$ cat src/rtl/rx_buffer_pkg.sv
// Shared types and constants for the UART receive path.
// Entries pack the parity error bit above the received byte.
package uart_rx_pkg;

  localparam int DATA_W        = 8;
  localparam int ENTRY_W       = 9;
  localparam int ERR_BIT       = 8;
  localparam int RX_FIFO_DEPTH = 16;

  typedef struct packed {
    logic              err;
    logic [DATA_W-1:0] data;
  } rx_entry_t;

  function automatic rx_entry_t makeEntry(input logic err, input logic [DATA_W-1:0] data);
    logic [ENTRY_W-1:0] raw;
    raw              = {ENTRY_W{1'b0}};
    raw[ERR_BIT]     = err;
    raw[DATA_W-1:0]  = data;
    return rx_entry_t'(raw);
  endfunction

endpackage

$ cat src/rtl/rx_buffer_if.sv
// Receiver-facing and host-facing signals of the receive buffer.
// The slave modport is the buffer; the master modport is its environment.
interface rx_buffer_if
  import uart_rx_pkg::*;
#(
  parameter int ADDR_W = 4
);

  logic              DoneFlag;
  logic              ErrorFlag;
  logic [DATA_W-1:0] Data;
  logic              RdEn;
  logic              OvfClr;
  logic [DATA_W-1:0] RdData;
  logic              RdErr;
  logic              RdValid;
  logic              Empty;
  logic              Full;
  logic [ADDR_W:0]   Count;
  logic              Overflow;

  modport master (
    output DoneFlag, ErrorFlag, Data, RdEn, OvfClr,
    input  RdData, RdErr, RdValid, Empty, Full, Count, Overflow
  );

  modport slave (
    input  DoneFlag, ErrorFlag, Data, RdEn, OvfClr,
    output RdData, RdErr, RdValid, Empty, Full, Count, Overflow
  );

endinterface

$ cat src/rtl/rx_buffer_sync.sv
// Two-flop synchronizer with a single-cycle pulse on each rising edge
// of an asynchronous level flag.
module sync_rise_detect (
  input  logic Clock,
  input  logic ResetN,
  input  logic AsyncIn,
  output logic Pulse
);

  logic       sync0_r;
  logic       sync1_r;
  logic       prev_r;
  logic [1:0] fill_r;
  logic       armed_r;

  // Synchronizer chain; after reset, edges are only reported once a genuine
  // low has been seen, so a flag held high across reset is not a new edge.
  always_ff @(posedge Clock) begin
    if (!ResetN) begin
      sync0_r <= 1'b0;
      sync1_r <= 1'b0;
      prev_r  <= 1'b0;
      fill_r  <= 2'b00;
      armed_r <= 1'b0;
    end else begin
      sync0_r <= AsyncIn;
      sync1_r <= sync0_r;
      prev_r  <= sync1_r;
      fill_r  <= {fill_r[0], 1'b1};
      armed_r <= armed_r | (fill_r[1] & ~sync1_r);
    end
  end

  assign Pulse = sync1_r & ~prev_r & armed_r;

endmodule

$ cat src/rtl/rx_buffer.sv
// Circular FIFO of {error, data} frames from the UART receiver, read by
// the host with a one-entry-per-cycle enable and registered read data.
module rx_buffer
  import uart_rx_pkg::*;
#(
  parameter int DEPTH  = RX_FIFO_DEPTH,
  parameter int ADDR_W = $clog2(DEPTH)
) (
  input logic         Clock,
  input logic         ResetN,
  rx_buffer_if.slave  bus
);

  localparam logic [ADDR_W-1:0] PTR_ONE   = {{(ADDR_W-1){1'b0}}, 1'b1};
  localparam logic [ADDR_W:0]   CNT_ONE   = {{ADDR_W{1'b0}}, 1'b1};
  localparam logic [ADDR_W:0]   CNT_ZERO  = {(ADDR_W+1){1'b0}};
  localparam logic [ADDR_W:0]   CNT_DEPTH = (ADDR_W+1)'(DEPTH);

  rx_entry_t         mem_r [DEPTH];
  logic [ADDR_W-1:0] wrPtr_r;
  logic [ADDR_W-1:0] rdPtr_r;
  logic [ADDR_W:0]   count_r;
  logic [ADDR_W:0]   countNext_s;
  logic              empty_r;
  logic              full_r;
  logic              overflow_r;
  logic              rdValid_r;
  logic              rdErr_r;
  logic [DATA_W-1:0] rdData_r;

  logic wrReq_s;
  logic rdAcc_s;
  logic wrAcc_s;
  logic drop_s;

  sync_rise_detect uDoneSync (
    .Clock   (Clock),
    .ResetN  (ResetN),
    .AsyncIn (bus.DoneFlag),
    .Pulse   (wrReq_s)
  );

  // Accept/drop decisions; a read in the same cycle frees the slot a full FIFO needs.
  always_comb begin
    rdAcc_s     = 1'b0;
    wrAcc_s     = 1'b0;
    drop_s      = 1'b0;
    countNext_s = count_r;
    rdAcc_s     = bus.RdEn & ~empty_r;
    wrAcc_s     = wrReq_s & (~full_r | rdAcc_s);
    drop_s      = wrReq_s & full_r & ~rdAcc_s;
    case ({wrAcc_s, rdAcc_s})
      2'b10:   countNext_s = count_r + CNT_ONE;
      2'b01:   countNext_s = count_r - CNT_ONE;
      default: countNext_s = count_r;
    endcase
  end

  // Pointers, occupancy and status flags.
  always_ff @(posedge Clock) begin
    if (!ResetN) begin
      wrPtr_r    <= {ADDR_W{1'b0}};
      rdPtr_r    <= {ADDR_W{1'b0}};
      count_r    <= CNT_ZERO;
      empty_r    <= 1'b1;
      full_r     <= 1'b0;
      overflow_r <= 1'b0;
    end else begin
      if (wrAcc_s) begin
        wrPtr_r <= wrPtr_r + PTR_ONE;
      end
      if (rdAcc_s) begin
        rdPtr_r <= rdPtr_r + PTR_ONE;
      end
      count_r <= countNext_s;
      empty_r <= (countNext_s == CNT_ZERO);
      full_r  <= (countNext_s == CNT_DEPTH);
      // A drop in the same cycle as a clear leaves the flag set.
      if (drop_s) begin
        overflow_r <= 1'b1;
      end else if (bus.OvfClr) begin
        overflow_r <= 1'b0;
      end
    end
  end

  // Entry storage; deliberately not cleared by reset.
  always_ff @(posedge Clock) begin
    if (ResetN && wrAcc_s) begin
      mem_r[wrPtr_r] <= makeEntry(bus.ErrorFlag, bus.Data);
    end
  end

  // Registered read port; data holds between reads.
  always_ff @(posedge Clock) begin
    if (!ResetN) begin
      rdData_r  <= {DATA_W{1'b0}};
      rdErr_r   <= 1'b0;
      rdValid_r <= 1'b0;
    end else begin
      rdValid_r <= rdAcc_s;
      if (rdAcc_s) begin
        rdData_r <= mem_r[rdPtr_r].data;
        rdErr_r  <= mem_r[rdPtr_r].err;
      end
    end
  end

  assign bus.RdData   = rdData_r;
  assign bus.RdErr    = rdErr_r;
  assign bus.RdValid  = rdValid_r;
  assign bus.Empty    = empty_r;
  assign bus.Full     = full_r;
  assign bus.Count    = count_r;
  assign bus.Overflow = overflow_r;

endmodule

$ cat src/flat_wrapper.sv
// flat-port wrapper written by rule: the top's interface ports become plain ports
module rx_buffer_flat import uart_rx_pkg::*;
#(
  parameter int DEPTH  = RX_FIFO_DEPTH,
  parameter int ADDR_W = $clog2(DEPTH)
)
  (Clock, ResetN, bus_DoneFlag, bus_ErrorFlag, bus_Data, bus_RdEn, bus_OvfClr, bus_RdData, bus_RdErr, bus_RdValid, bus_Empty, bus_Full, bus_Count, bus_Overflow);
  rx_buffer_if #(.ADDR_W(ADDR_W)) bus_i ();
  input logic Clock;
  input logic ResetN;
  input wire logic [$bits(bus_i.DoneFlag)-1:0] bus_DoneFlag;
  input wire logic [$bits(bus_i.ErrorFlag)-1:0] bus_ErrorFlag;
  input wire logic [$bits(bus_i.Data)-1:0] bus_Data;
  input wire logic [$bits(bus_i.RdEn)-1:0] bus_RdEn;
  input wire logic [$bits(bus_i.OvfClr)-1:0] bus_OvfClr;
  output wire logic [$bits(bus_i.RdData)-1:0] bus_RdData;
  output wire logic [$bits(bus_i.RdErr)-1:0] bus_RdErr;
  output wire logic [$bits(bus_i.RdValid)-1:0] bus_RdValid;
  output wire logic [$bits(bus_i.Empty)-1:0] bus_Empty;
  output wire logic [$bits(bus_i.Full)-1:0] bus_Full;
  output wire logic [$bits(bus_i.Count)-1:0] bus_Count;
  output wire logic [$bits(bus_i.Overflow)-1:0] bus_Overflow;
  assign bus_i.DoneFlag = bus_DoneFlag;
  assign bus_i.ErrorFlag = bus_ErrorFlag;
  assign bus_i.Data = bus_Data;
  assign bus_i.RdEn = bus_RdEn;
  assign bus_i.OvfClr = bus_OvfClr;
  assign bus_RdData = bus_i.RdData;
  assign bus_RdErr = bus_i.RdErr;
  assign bus_RdValid = bus_i.RdValid;
  assign bus_Empty = bus_i.Empty;
  assign bus_Full = bus_i.Full;
  assign bus_Count = bus_i.Count;
  assign bus_Overflow = bus_i.Overflow;
  rx_buffer #(.DEPTH(DEPTH), .ADDR_W(ADDR_W)) u_core (.Clock(Clock), .ResetN(ResetN), .bus(bus_i));
endmodule
$ cat config.mk
export PLATFORM = sky130hd
export DESIGN_NAME = rx_buffer_flat
export DESIGN_NICKNAME = d
export VERILOG_FILES = /design/src/rtl/rx_buffer_pkg.sv /design/src/rtl/rx_buffer_if.sv /design/src/rtl/rx_buffer_sync.sv /design/src/rtl/rx_buffer.sv /design/src/flat_wrapper.sv
export SDC_FILE = /design/constraint.sdc
export NUM_CORES = 1
export LEC_CHECK = 0
export ABC_CLOCK_PERIOD_IN_PS = 7700
export BUFFER_PORTS_ARGS = -buffer_cell sky130_fd_sc_hd__buf_4
export CORE_MARGIN = 4
export CORE_UTILIZATION = 35
export CTS_CLUSTER_DIAMETER = 50
export CTS_CLUSTER_SIZE = 20
export DETAILED_ROUTE_END_ITERATION = 7
export PLACE_DENSITY = 0.49
export SLEW_MARGIN = 0
export SYNTH_ARGS = -nofsm -noshare
export SYNTH_HDL_FRONTEND = slang
export SYNTH_SLANG_ARGS = --single-unit
$ cat constraint.sdc
create_clock -name Clock -period 7.7 [get_ports Clock]
set_clock_uncertainty 0.2 [all_clocks]
set_input_delay 0.77 -clock Clock [delete_from_list [all_inputs] [get_ports Clock]]
set_output_delay 0.77 -clock Clock [all_outputs]
set_load 0.01 [all_outputs]
==> results.sh <==
export IMPL_dpl_hpwl_um=8800
export IMPL_cpPeakStageDelay_ps=590
export IMPL_fin_crit_ps=3460
export IMPL_layout_nets=443
export IMPL_drive_gt1_share_pct=21.5
export IMPL_wl_per_cell_um=20.7
export IMPL_htreeDepth=4
export IMPL_grt_pass1_wl_um=22400
export IMPL_holdCritPathClass="reg -> reg"
export IMPL_synth_compound_area_share_pct=5.60
export IMPL_rsz0062_at_grt="no"
export IMPL_fmax_ghz=0.289
export IMPL_status="finished clean"
export IMPL_synth_simple_area_share_pct=5.27
export IMPL_drt_total_wl_um=14500
export IMPL_final_common_cell="edfxtp_1"
export IMPL_syn_nets=407
export IMPL_crit_chain="buf_4, nand2b_1, a211oi_4, inv_1, ha_1, xor2_1, ha_1, a21oi_1, mux2i_1, xor2_1, o211ai_1, a21oi_1"
export IMPL_synth_area_leaders="edfxtp_1, dfxtp_1, mux4_2"
export IMPL_cts_tree="yes"
export IMPL_cpLargestDelayFamily="compound AO/OA/AOI/OAI gates"
export IMPL_arrival_ps=3620
export IMPL_root_buffer="clkbuf_16"
export IMPL_ys_seq_area_share_pct=71.2
export IMPL_path_buf_inv=2
export IMPL_ys_types=43
export IMPL_vias=3508
export IMPL_worst_pin_slew_ps=1110
export IMPL_cts_buffers=17
export IMPL_postRouteAntennaNets=0
export IMPL_initial_core_util_pct=35.7
export IMPL_ys_flop_type="edfxtp_1"
export IMPL_clk_pin_slew_worst_paths_ps=60
export IMPL_async_flop_share_pct=0
export IMPL_cp_slowest_cell="a211oi_4"
export IMPL_fin_ws_ps=4240
export IMPL_syn_cell_area_um2=6980
export IMPL_core_rowCount=51
export IMPL_synth_xor_area_share_pct=1.26
export IMPL_clock_latency_ps=430
export IMPL_relSlewSlack_pct=25.9
export IMPL_port_buffer_count=31
export IMPL_worstSetupPathType="in -> reg"
export IMPL_diodes=0
export IMPL_core_um2=19500
export IMPL_cp_start_kind="primary input"
export IMPL_end_kind="register"
export IMPL_synth_edff_count=144
export IMPL_crit_required_ps=7860
export IMPL_post_route_drc_count=0
export IMPL_die_area_um2=22300
export IMPL_holdBufCountCts=0
export IMPL_mostFrequentLayoutCells="edfxtp_1, buf_4, dfxtp_1"
export IMPL_post_route_period_util_pct=45.0
export IMPL_grt_overflow=0
export IMPL_io_pins=32
export IMPL_yosys_area_top_type="edfxtp_1"
export IMPL_place_inst=666
export IMPL_hold_viol=0
export IMPL_grt_max_degree=40
export IMPL_antenna_found_initial=0
export IMPL_area_delta_synth_final_pct=15.4
export IMPL_synth_top_area_share_pct=62.0
export IMPL_holdWs_ps=238
export IMPL_timing_setup_tns_ps=0
export IMPL_synth_mux_area_share_pct=13.1
export IMPL_place_ws_ps=3810
export IMPL_gp_congestion=0.742
export IMPL_ir_worst_vdd_mv=0.142
export IMPL_firstDrtPassIters=4
export IMPL_nFillCells=1788
export IMPL_drv_slew=0
export IMPL_drv_cap=0
export IMPL_drt_iter0_drc=205
export IMPL_grt_pass1_vias=3585
export IMPL_ys_ff_latch=176
export IMPL_cts_repair_resized=0
export IMPL_numClockSinks=176
export IMPL_leakage_nw=2.63
export IMPL_yosysWarnings=0
export IMPL_synth_top_family_by_area="multiplexers"
export IMPL_gr_usage_all_layers_pct=13.8
export IMPL_post_cts_buffers=0
export IMPL_avgSynthCellArea_um2=18.2
export IMPL_synth_cells=384
export IMPL_die_x_um=149
export IMPL_die_y_um=149
export IMPL_critPathMaxFanout=14
export IMPL_via_per_inst=5.03
export IMPL_layout_cells_non_filler=698
export IMPL_yosys_area_share_adder_pct=1.61
export IMPL_setup_viol=0
export IMPL_clockBufferDepth=2
export IMPL_p_per_area_nw_per_um2=244
cells in the mapped netlist (8+ instances only):
master / n
a21oi_1: 12
a22oi_1: 18
a31o_1: 9
and2_1: 14
clkbuf_1: 8
dfxtp_1: 32
edfxtp_1: 144
ha_1: 9
mux4_1: 16
mux4_2: 20
nand2_1: 13
nor2_1: 22
path summary, 6_finish.rpt:
check                        startpoint  cells after the start                         end  slack, ps
min          u_core.uDoneSync.fill_r[0]                      1  u_core.uDoneSync.fill_r[1]        240
min reg2reg  u_core.uDoneSync.fill_r[0]                      1  u_core.uDoneSync.fill_r[1]        240
max reg2reg            u_core.bus.Empty                     11            u_core.bus.Empty       4270
max                            bus_RdEn                     12            u_core.bus.Empty       4240
stage by stage:
stage	total power [mW]	cell area, µm²	utilization (%)
after floorplan	1.11	6980	-
after global placement	1.13	7470	38.2
after detailed placement	1.14	7470	38.2
after CTS	1.98	8050	41.2
after global routing	2.04	8050	41.2
final	1.96	8050	41.2
sequential cells by signal (all words and copies together), names as in the netlist:
signal	count
u_core.mem_r	144
u_core.bus.RdData	8
u_core.bus.Count	5
u_core.rdPtr_r	4
u_core.wrPtr_r	4
u_core.uDoneSync.fill_r	2
u_core.bus.Empty	1
u_core.bus.Full	1
u_core.bus.Overflow	1
u_core.bus.RdErr	1
u_core.bus.RdValid	1
u_core.uDoneSync.armed_r	1
u_core.uDoneSync.prev_r	1
u_core.uDoneSync.sync0_r	1
u_core.uDoneSync.sync1_r	1
cell families (layout without fill, tap and decap cells):
kind of cell | count (synthesis) | in the layout
AOI/OAI and AO/OA | 52 | 52
xor gates and xnor gates | 10 | 10
adders and majority gates | 9 | 9
buffers and inverters | 26 | 75
DFF | 176 | 176
muxes | 40 | 40
and+or+nand+nor | 71 | 71
per-layer routing:
| metal | GRT usage [%] | up-vias | wire (µm) |
|---|---|---|---|
| li1 | - | 1607 | - |
| met3 | 3.65 | 16 | 491 |
| met4 | 4.26 | 0 | 196 |
| met2 | 22.2 | 57 | 7110 |
| met1 | 18.5 | 1828 | 6690 |
| met5 | 0 | - | 0 |
layout make-up:
cell class                 instances  area (µm²)  share of cell area (%)
tap                              265         332                    4.12
inverter                           6        22.5                   0.280
timing repair buffer              37         278                    3.45
clock inverter                    15         160                    1.99
sequential                       176        4970                    61.7
multi-input combinational        182        1870                    23.2
clock buffer                      17         425                    5.28
power breakdown:
group / switching, mW / internal (mW) / total (mW)
Sequential: 0.00389 / 1.03 / 1.04
Clock: 0.370 / 0.480 / 0.850
Combinational: 0.0426 / 0.0340 / 0.0767
Total: 0.417 / 1.55 / 1.96
Note: power is estimated with default switching activity, not from simulation.
